===== src/rtl/ysyx_24100029_ifu_if.sv =====
// Instruction-memory read channel between the IFU (master) and the memory side (slave).
interface ysyx_24100029_ifu_if;
  logic        imem_arvalid;
  logic [31:0] imem_araddr;
  logic        imem_arready;
  logic        imem_rvalid;
  logic [31:0] imem_rdata;
  logic [1:0]  imem_rresp;
  logic        imem_rready;

  modport master (
    output imem_arvalid, imem_araddr, imem_rready,
    input  imem_arready, imem_rvalid, imem_rdata, imem_rresp
  );

  modport slave (
    input  imem_arvalid, imem_araddr, imem_rready,
    output imem_arready, imem_rvalid, imem_rdata, imem_rresp
  );
endinterface


===== src/rtl/ysyx_24100029_ifu.sv =====
// Instruction fetch unit: REQ -> WAIT -> HOLD fetch loop with redirect/flush handling.
// Define YSYX_24100029_IFU_PERF_EN to add the fetch_cnt / stall_cnt performance counters.
module ysyx_24100029_ifu #(
  parameter logic [31:0] RESET_PC = 32'h8000_0000
) (
  input  logic                 clock,
  input  logic                 reset,
  input  logic                 redirect_valid,
  input  logic [31:0]          redirect_pc,
  input  logic                 pipe_stop,
  ysyx_24100029_ifu_if.master  imem,
  output logic [31:0]          inst,
  output logic [31:0]          pc,
  output logic                 access_fault,
  input  logic                 ready_next,
  output logic                 valid_next
`ifdef YSYX_24100029_IFU_PERF_EN
  ,
  output logic [31:0]          fetch_cnt,
  output logic [31:0]          stall_cnt
`endif
);

  // state  | meaning
  // S_REQ  | issue (or hold) the read address for fetch_pc
  // S_WAIT | address accepted, waiting for the read response
  // S_HOLD | instruction presented to decode, waiting for ready_next
  typedef enum logic [1:0] {S_REQ, S_WAIT, S_HOLD} state_e;

  state_e      state_q;
  logic [31:0] fetch_pc_q;
  logic [31:0] flush_pc_q;
  logic [31:0] inst_q;
  logic [31:0] pc_q;
  logic        flush_q;
  logic        armed_q;
  logic        fault_q;
  logic        valid_q;

  logic        ar_valid;
  logic        ar_fire;
  logic        resp_err;

  // armed_q keeps an un-accepted request on the bus; a fresh request yields to a redirect.
  assign ar_valid = (state_q == S_REQ) && (armed_q || (!pipe_stop && !redirect_valid));
  assign ar_fire  = ar_valid && imem.imem_arready;
  assign resp_err = (imem.imem_rresp != 2'b00);

  assign imem.imem_arvalid = ar_valid;
  assign imem.imem_araddr  = fetch_pc_q;
  assign imem.imem_rready  = (state_q == S_WAIT);

  assign inst         = inst_q;
  assign pc           = pc_q;
  assign access_fault = fault_q;
  assign valid_next   = valid_q;

  always_ff @(posedge clock) begin
    if (!reset) begin
      state_q    <= S_REQ;
      fetch_pc_q <= RESET_PC;
      flush_pc_q <= 32'h0;
      flush_q    <= 1'b0;
      armed_q    <= 1'b0;
      inst_q     <= 32'h0;
      pc_q       <= 32'h0;
      fault_q    <= 1'b0;
      valid_q    <= 1'b0;
    end else begin
      case (state_q)
        S_REQ: begin
          if (ar_fire) begin
            state_q <= S_WAIT;
            armed_q <= 1'b0;
            flush_q <= flush_q || redirect_valid;
            if (redirect_valid) flush_pc_q <= redirect_pc;
          end else if (ar_valid) begin
            armed_q <= 1'b1;
            if (redirect_valid) begin
              flush_q    <= 1'b1;
              flush_pc_q <= redirect_pc;
            end
          end else if (redirect_valid) begin
            fetch_pc_q <= redirect_pc;
          end
        end
        S_WAIT: begin
          if (redirect_valid) begin
            flush_q    <= 1'b1;
            flush_pc_q <= redirect_pc;
          end
          if (imem.imem_rvalid) begin
            if (flush_q || redirect_valid) begin
              // Stale response: drop it and restart from the newest redirect target.
              state_q    <= S_REQ;
              flush_q    <= 1'b0;
              fetch_pc_q <= redirect_valid ? redirect_pc : flush_pc_q;
            end else begin
              state_q <= S_HOLD;
              valid_q <= 1'b1;
              inst_q  <= resp_err ? 32'h0 : imem.imem_rdata;
              pc_q    <= fetch_pc_q;
              fault_q <= resp_err;
            end
          end
        end
        S_HOLD: begin
          if (redirect_valid || ready_next) begin
            state_q    <= S_REQ;
            valid_q    <= 1'b0;
            fetch_pc_q <= redirect_valid ? redirect_pc : pc_q + 32'd4;
          end
        end
        default: state_q <= S_REQ;
      endcase
    end
  end

`ifdef YSYX_24100029_IFU_PERF_EN
  logic [31:0] fetch_cnt_q;
  logic [31:0] stall_cnt_q;

  always_ff @(posedge clock) begin
    if (!reset) begin
      fetch_cnt_q <= 32'h0;
      stall_cnt_q <= 32'h0;
    end else begin
      if (state_q == S_HOLD && ready_next) fetch_cnt_q <= fetch_cnt_q + 32'd1;
      if (state_q == S_WAIT || (state_q == S_HOLD && !ready_next))
        stall_cnt_q <= stall_cnt_q + 32'd1;
    end
  end

  assign fetch_cnt = fetch_cnt_q;
  assign stall_cnt = stall_cnt_q;
`endif

endmodule


===== src/flat_wrapper.sv =====
// flat-port wrapper written by rule: the top's interface ports become plain ports
module ysyx_24100029_ifu_flat 
#(
  parameter logic [31:0] RESET_PC = 32'h8000_0000
)
  (clock, reset, redirect_valid, redirect_pc, pipe_stop, inst, pc, access_fault, ready_next, valid_next, imem_imem_arvalid, imem_imem_araddr, imem_imem_rready, imem_imem_arready, imem_imem_rvalid, imem_imem_rdata, imem_imem_rresp);
  ysyx_24100029_ifu_if imem_i ();
  input  logic clock;
  input  logic reset;
  input  logic redirect_valid;
  input  logic [31:0] redirect_pc;
  input  logic pipe_stop;
  output logic [31:0] inst;
  output logic [31:0] pc;
  output logic access_fault;
  input  logic ready_next;
  output logic valid_next;
  output wire logic [$bits(imem_i.imem_arvalid)-1:0] imem_imem_arvalid;
  output wire logic [$bits(imem_i.imem_araddr)-1:0] imem_imem_araddr;
  output wire logic [$bits(imem_i.imem_rready)-1:0] imem_imem_rready;
  input wire logic [$bits(imem_i.imem_arready)-1:0] imem_imem_arready;
  input wire logic [$bits(imem_i.imem_rvalid)-1:0] imem_imem_rvalid;
  input wire logic [$bits(imem_i.imem_rdata)-1:0] imem_imem_rdata;
  input wire logic [$bits(imem_i.imem_rresp)-1:0] imem_imem_rresp;
  assign imem_imem_arvalid = imem_i.imem_arvalid;
  assign imem_imem_araddr = imem_i.imem_araddr;
  assign imem_imem_rready = imem_i.imem_rready;
  assign imem_i.imem_arready = imem_imem_arready;
  assign imem_i.imem_rvalid = imem_imem_rvalid;
  assign imem_i.imem_rdata = imem_imem_rdata;
  assign imem_i.imem_rresp = imem_imem_rresp;
  ysyx_24100029_ifu #(.RESET_PC(RESET_PC)) u_core (.clock(clock), .reset(reset), .redirect_valid(redirect_valid), .redirect_pc(redirect_pc), .pipe_stop(pipe_stop), .imem(imem_i), .inst(inst), .pc(pc), .access_fault(access_fault), .ready_next(ready_next), .valid_next(valid_next));
endmodule

===== config.mk =====
export PLATFORM = sky130hd
export DESIGN_NAME = ysyx_24100029_ifu_flat
export DESIGN_NICKNAME = d
export VERILOG_FILES = /design/src/rtl/ysyx_24100029_ifu_if.sv /design/src/rtl/ysyx_24100029_ifu.sv /design/src/flat_wrapper.sv
export SDC_FILE = /design/constraint.sdc
export NUM_CORES = 1
export LEC_CHECK = 0
export CAP_MARGIN = 20
export CORE_MARGIN = 10
export CORE_UTILIZATION = 52
export CTS_CLUSTER_DIAMETER = 100
export CTS_CLUSTER_SIZE = 20
export DETAILED_ROUTE_END_ITERATION = 8
export PLACE_DENSITY = 0.91
export SLEW_MARGIN = 20
export SYNTH_ARGS = -nofsm -noshare
export SYNTH_HDL_FRONTEND = slang
export SYNTH_SLANG_ARGS = --single-unit

===== constraint.sdc =====
create_clock -name clock -period 5.9 [get_ports clock]
set_clock_uncertainty 0.1 [all_clocks]
set_input_delay 0.59 -clock clock [delete_from_list [all_inputs] [get_ports clock]]
set_output_delay 0.59 -clock clock [all_outputs]
set_load 0.01 [all_outputs]

==> impl_metrics.csv <==
group,metric,value,unit
finish,final_nets,974,
min_path,hold_class,"reg2reg",
pwr,power_density,270.2,mW/mm²
detailed_routing,routed_via_density,6.250,
setup_path,critPathKind,"in2reg",
synthesis,synth-edff-count,0,
detailed_routing,avgRoutedWirePerCell,20.23,µm
timing,setup_viol,0,
pwr,combPwrFrac,0.135,
floorplanning,dieArea,0.01643,mm²
detailed_routing,num_vias,6556,
timing,slew_headroom,0.2629,
detailed_routing,m1WireLength,7.960,mm
clock_network,cts_root_buf,"clkbuf_16",
synthesis,ys_top_cells_by_area,"dfxtp_1, nand2_1, a21oi_1",
detailed_routing,ant_nets,0,
synthesis,synth_common_cells,"nand2_1, dfxtp_1, a21oi_1",
detailed_routing,wl_met2,9.577,mm
detailed_routing,wl_met3,3.081,mm
global_routing,grt_pass1_wl,33.45,mm
global_routing,overflow,0,
synthesis,ys_seq_elements,134,
global_routing,grt_start_max_net_pins,65,
pwr,p_seq_frac,0.433,
clock_network,cts_buffers,17,
detailed_routing,first_iter_violations,926,
timing,final.setup.tns,0,ns
setup_path,reg2reg_from,"u_core.state_q[0]",
run_status,status,"finished, final reports clean",
run,maxCapViolations,0,
timing,period_minus_slack,3.679,ns
detailed_routing,dr.max_layer_used,"met4",
clock_network,ctsResizeCount,0,
setup_path,start_kind,"input pin",
min_path,min_from,"u_core.flush_pc_q[15]",
placed_design,gp_congestion,0.8897,
pwr,internal-power,1.693,mW
timing,clock.fmax,0.2718,GHz
floorplanning,placement_rows,39,
synthesis,synthFlopType,"dfxtp_1",
finish,antenna_cells,0,
timing,timing.final.crit_share,0.6236,
finish,syn2layout_area_growth,37.34,%
synthesis,ys_types,56,
synthesis,yosys_warnings,0,
clock_network,cts_setup_buffers,0,
synthesis,synth_fp_nets,836,
setup_path,crit_fanout,20,
clock_network,cts_buffer_depth,2,
floorplanning,initial_utilization,0.5329,
pwr,p_leak,2.844,nW
timing,slew_viol_final,0,
clock_network,hold_buffers,0,
finish,drive_gt1_frac,0.05408,
setup_path,worstSetupEndpointType,"flop",
synthesis,seq_area_frac_synth,0.4409,
pwr,power_switching,0.5649,mW
synthesis,synth_most_common_cell,"nand2_1",
detailed_routing,drc,0,
clock_network,cts_sinks,134,
clock_network,h-tree-depth,4,
synthesis,post-synth-top-area-fraction,0.4409,
floorplanning,die_x,128.2,µm
global_routing,grt_pass1_vias,6437,
pwr,swShare,0.2502,
setup_path,setup.worst_path.start,"redirect_valid",
placed_design,dp_hpwl,14.31,mm
synthesis,synth_top_cell_by_area,"dfxtp_1",
setup_path,worstPathRequired,6.07,ns
pwr,clkPwrFrac,0.432,
global_routing,grtUsageTotal,0.2512,
clock_network,cts.clk_slew.worst_paths,0.06,ns
clock_network,cts_tree,"built",
pwr,ir_worst_vdd,0.2254,mV
synthesis,syn_area_per_cell,8.027,µm²
timing,hold_viol,0,
detailed_routing,routed_wl,21.22,mm
clock_network,clkLatencyLatePin,0.42,ns
synthesis,syn_area,0.006085,mm²
finish,fin_cells,1049,
synthesis,syn_inst,758,
floorplanning,chipHeight,128.2,µm
placed_design,dp_slack,1.943,ns
floorplanning,core-area,0.01142,mm²
synthesis,async_flop_share,0,
finish,fillers,841,
placed_design,dp_cells,1020,
timing,rsz0062_at_grt,"no",
timing,timing.final.ws_setup,2.221,ns
floorplanning,ios,173,
setup_path,crit_arrival,3.84,ns
detailed_routing,drt_first_pass_iters,5,
placed_design,io_buffer_count,172,
timing,worstMarginPinSlew,1.100,ns
global_routing,antenna_found_initial,0,
-- final cells by class --
type                    count  area, µm²  share of cell area
repair buffers            182       1800              0.2155
well taps                 143      178.9             0.02141
flip-flops and latches    134       2683              0.3210
inverters                   7      27.53            0.003294
clock buffers              24      481.7             0.05764
multi-input cells         554       3136              0.3752
clock inverters             5      50.05            0.005989
-- cell usage in the layout (no fill, tap or decap), types with 3 or more instances in the layout --
cell type / count
buf_4: 9
clkbuf_16: 17
clkinv_2: 5
xor2_1: 8
a21oi_1: 80
a22o_1: 6
clkbuf_8: 3
xnor2_1: 9
inv_1: 6
nor3b_1: 5
dfxtp_1: 134
nor3_1: 10
nand4_1: 8
o31ai_1: 7
nand3_1: 15
a211oi_1: 9
nand2_1: 158
o32ai_1: 4
nor3_2: 3
and3_1: 5
nor2_1: 63
or4_1: 3
nand2b_1: 7
clkdlybuf4s50_1: 172
a31oi_1: 5
ha_1: 5
a222oi_1: 3
or3_1: 6
a22oi_1: 37
clkbuf_1: 4
nor4_1: 9
mux2i_1: 8
o21ai_0: 26
a221oi_1: 16
-- worst paths after layout --
kind	to	slack, ns	depth (start not counted)
setup / recovery	u_core.imem.imem_araddr[31]	2.22	7
hold / removal	u_core.flush_pc_q[15]	0.35	2
setup reg to reg	u_core.imem.imem_araddr[31]	2.49	8
hold reg to reg	u_core.flush_pc_q[15]	0.35	2
-- routing by layer --
metal	track usage	vias up
li1	-	2979
met1	0.2824	3077
met2	0.3909	432
met3	0.1299	68
met4	0.1086	0
met5	0	-
-- critical path: stages --
cell,delay [ns]
clkdlybuf4s50_1,0.95
nand2b_1,0.45
o22ai_2,0.21
nor3_2,0.86
buf_4,0.40
mux2i_1,0.25
o311ai_1,0.12
-- sequential cells by signal, summed over array words and instances, names as in the netlist --
signal	flops
u_core.access_fault	1
u_core.armed_q	1
u_core.flush_pc_q	32
u_core.flush_q	1
u_core.imem.imem_araddr	32
u_core.inst	32
u_core.pc	32
u_core.state_q	2
u_core.valid_next	1
-- metrics by stage --
| step | total power [mW] | util | hold slack, ns | cell area (µm²) |
|---|---|---|---|---|
| finish | 2.258 | 0.7319 | 0.3539 | 8357 |
| global route | 2.331 | 0.7319 | 0.3685 | 8357 |
| CTS | 2.259 | 0.7319 | 0.3546 | 8357 |
| detailed placement | 1.293 | 0.6853 | 0.3471 | 7825 |
| global placement | 1.286 | 0.6843 | 0.3409 | 7814 |
| floorplan | 1.130 | - | 0.3357 | 6085 |
-- logic make-up (layout without fill, tap and decap cells) --
logic type                 count (synthesis)  in the layout  share of synthesized area
AOI/OAI and AO/OA                        216            216                     0.2330
buffers and inverters                     70            218                    0.04668
xor gates and xnor gates                  17             17                    0.02447
muxes                                      8              8                    0.01316
adders and majority gates                  5              5                    0.01028
and+or+nand+nor                          308            308                     0.2315
DFF                                      134            134                     0.4409
-- power by group through the flow --
stage	combinational (mW)	clock [mW]	sequential, mW
6_report	0.305	0.976	0.977
5_1_grt	0.328	1.02	0.979
4_1_cts	0.302	0.981	0.975
3_5_place_dp	0.299	0	0.994
3_3_place_gp	0.293	0	0.994
2_1_floorplan	0.131	0	0.999
(Power assumes the default switching activity.)
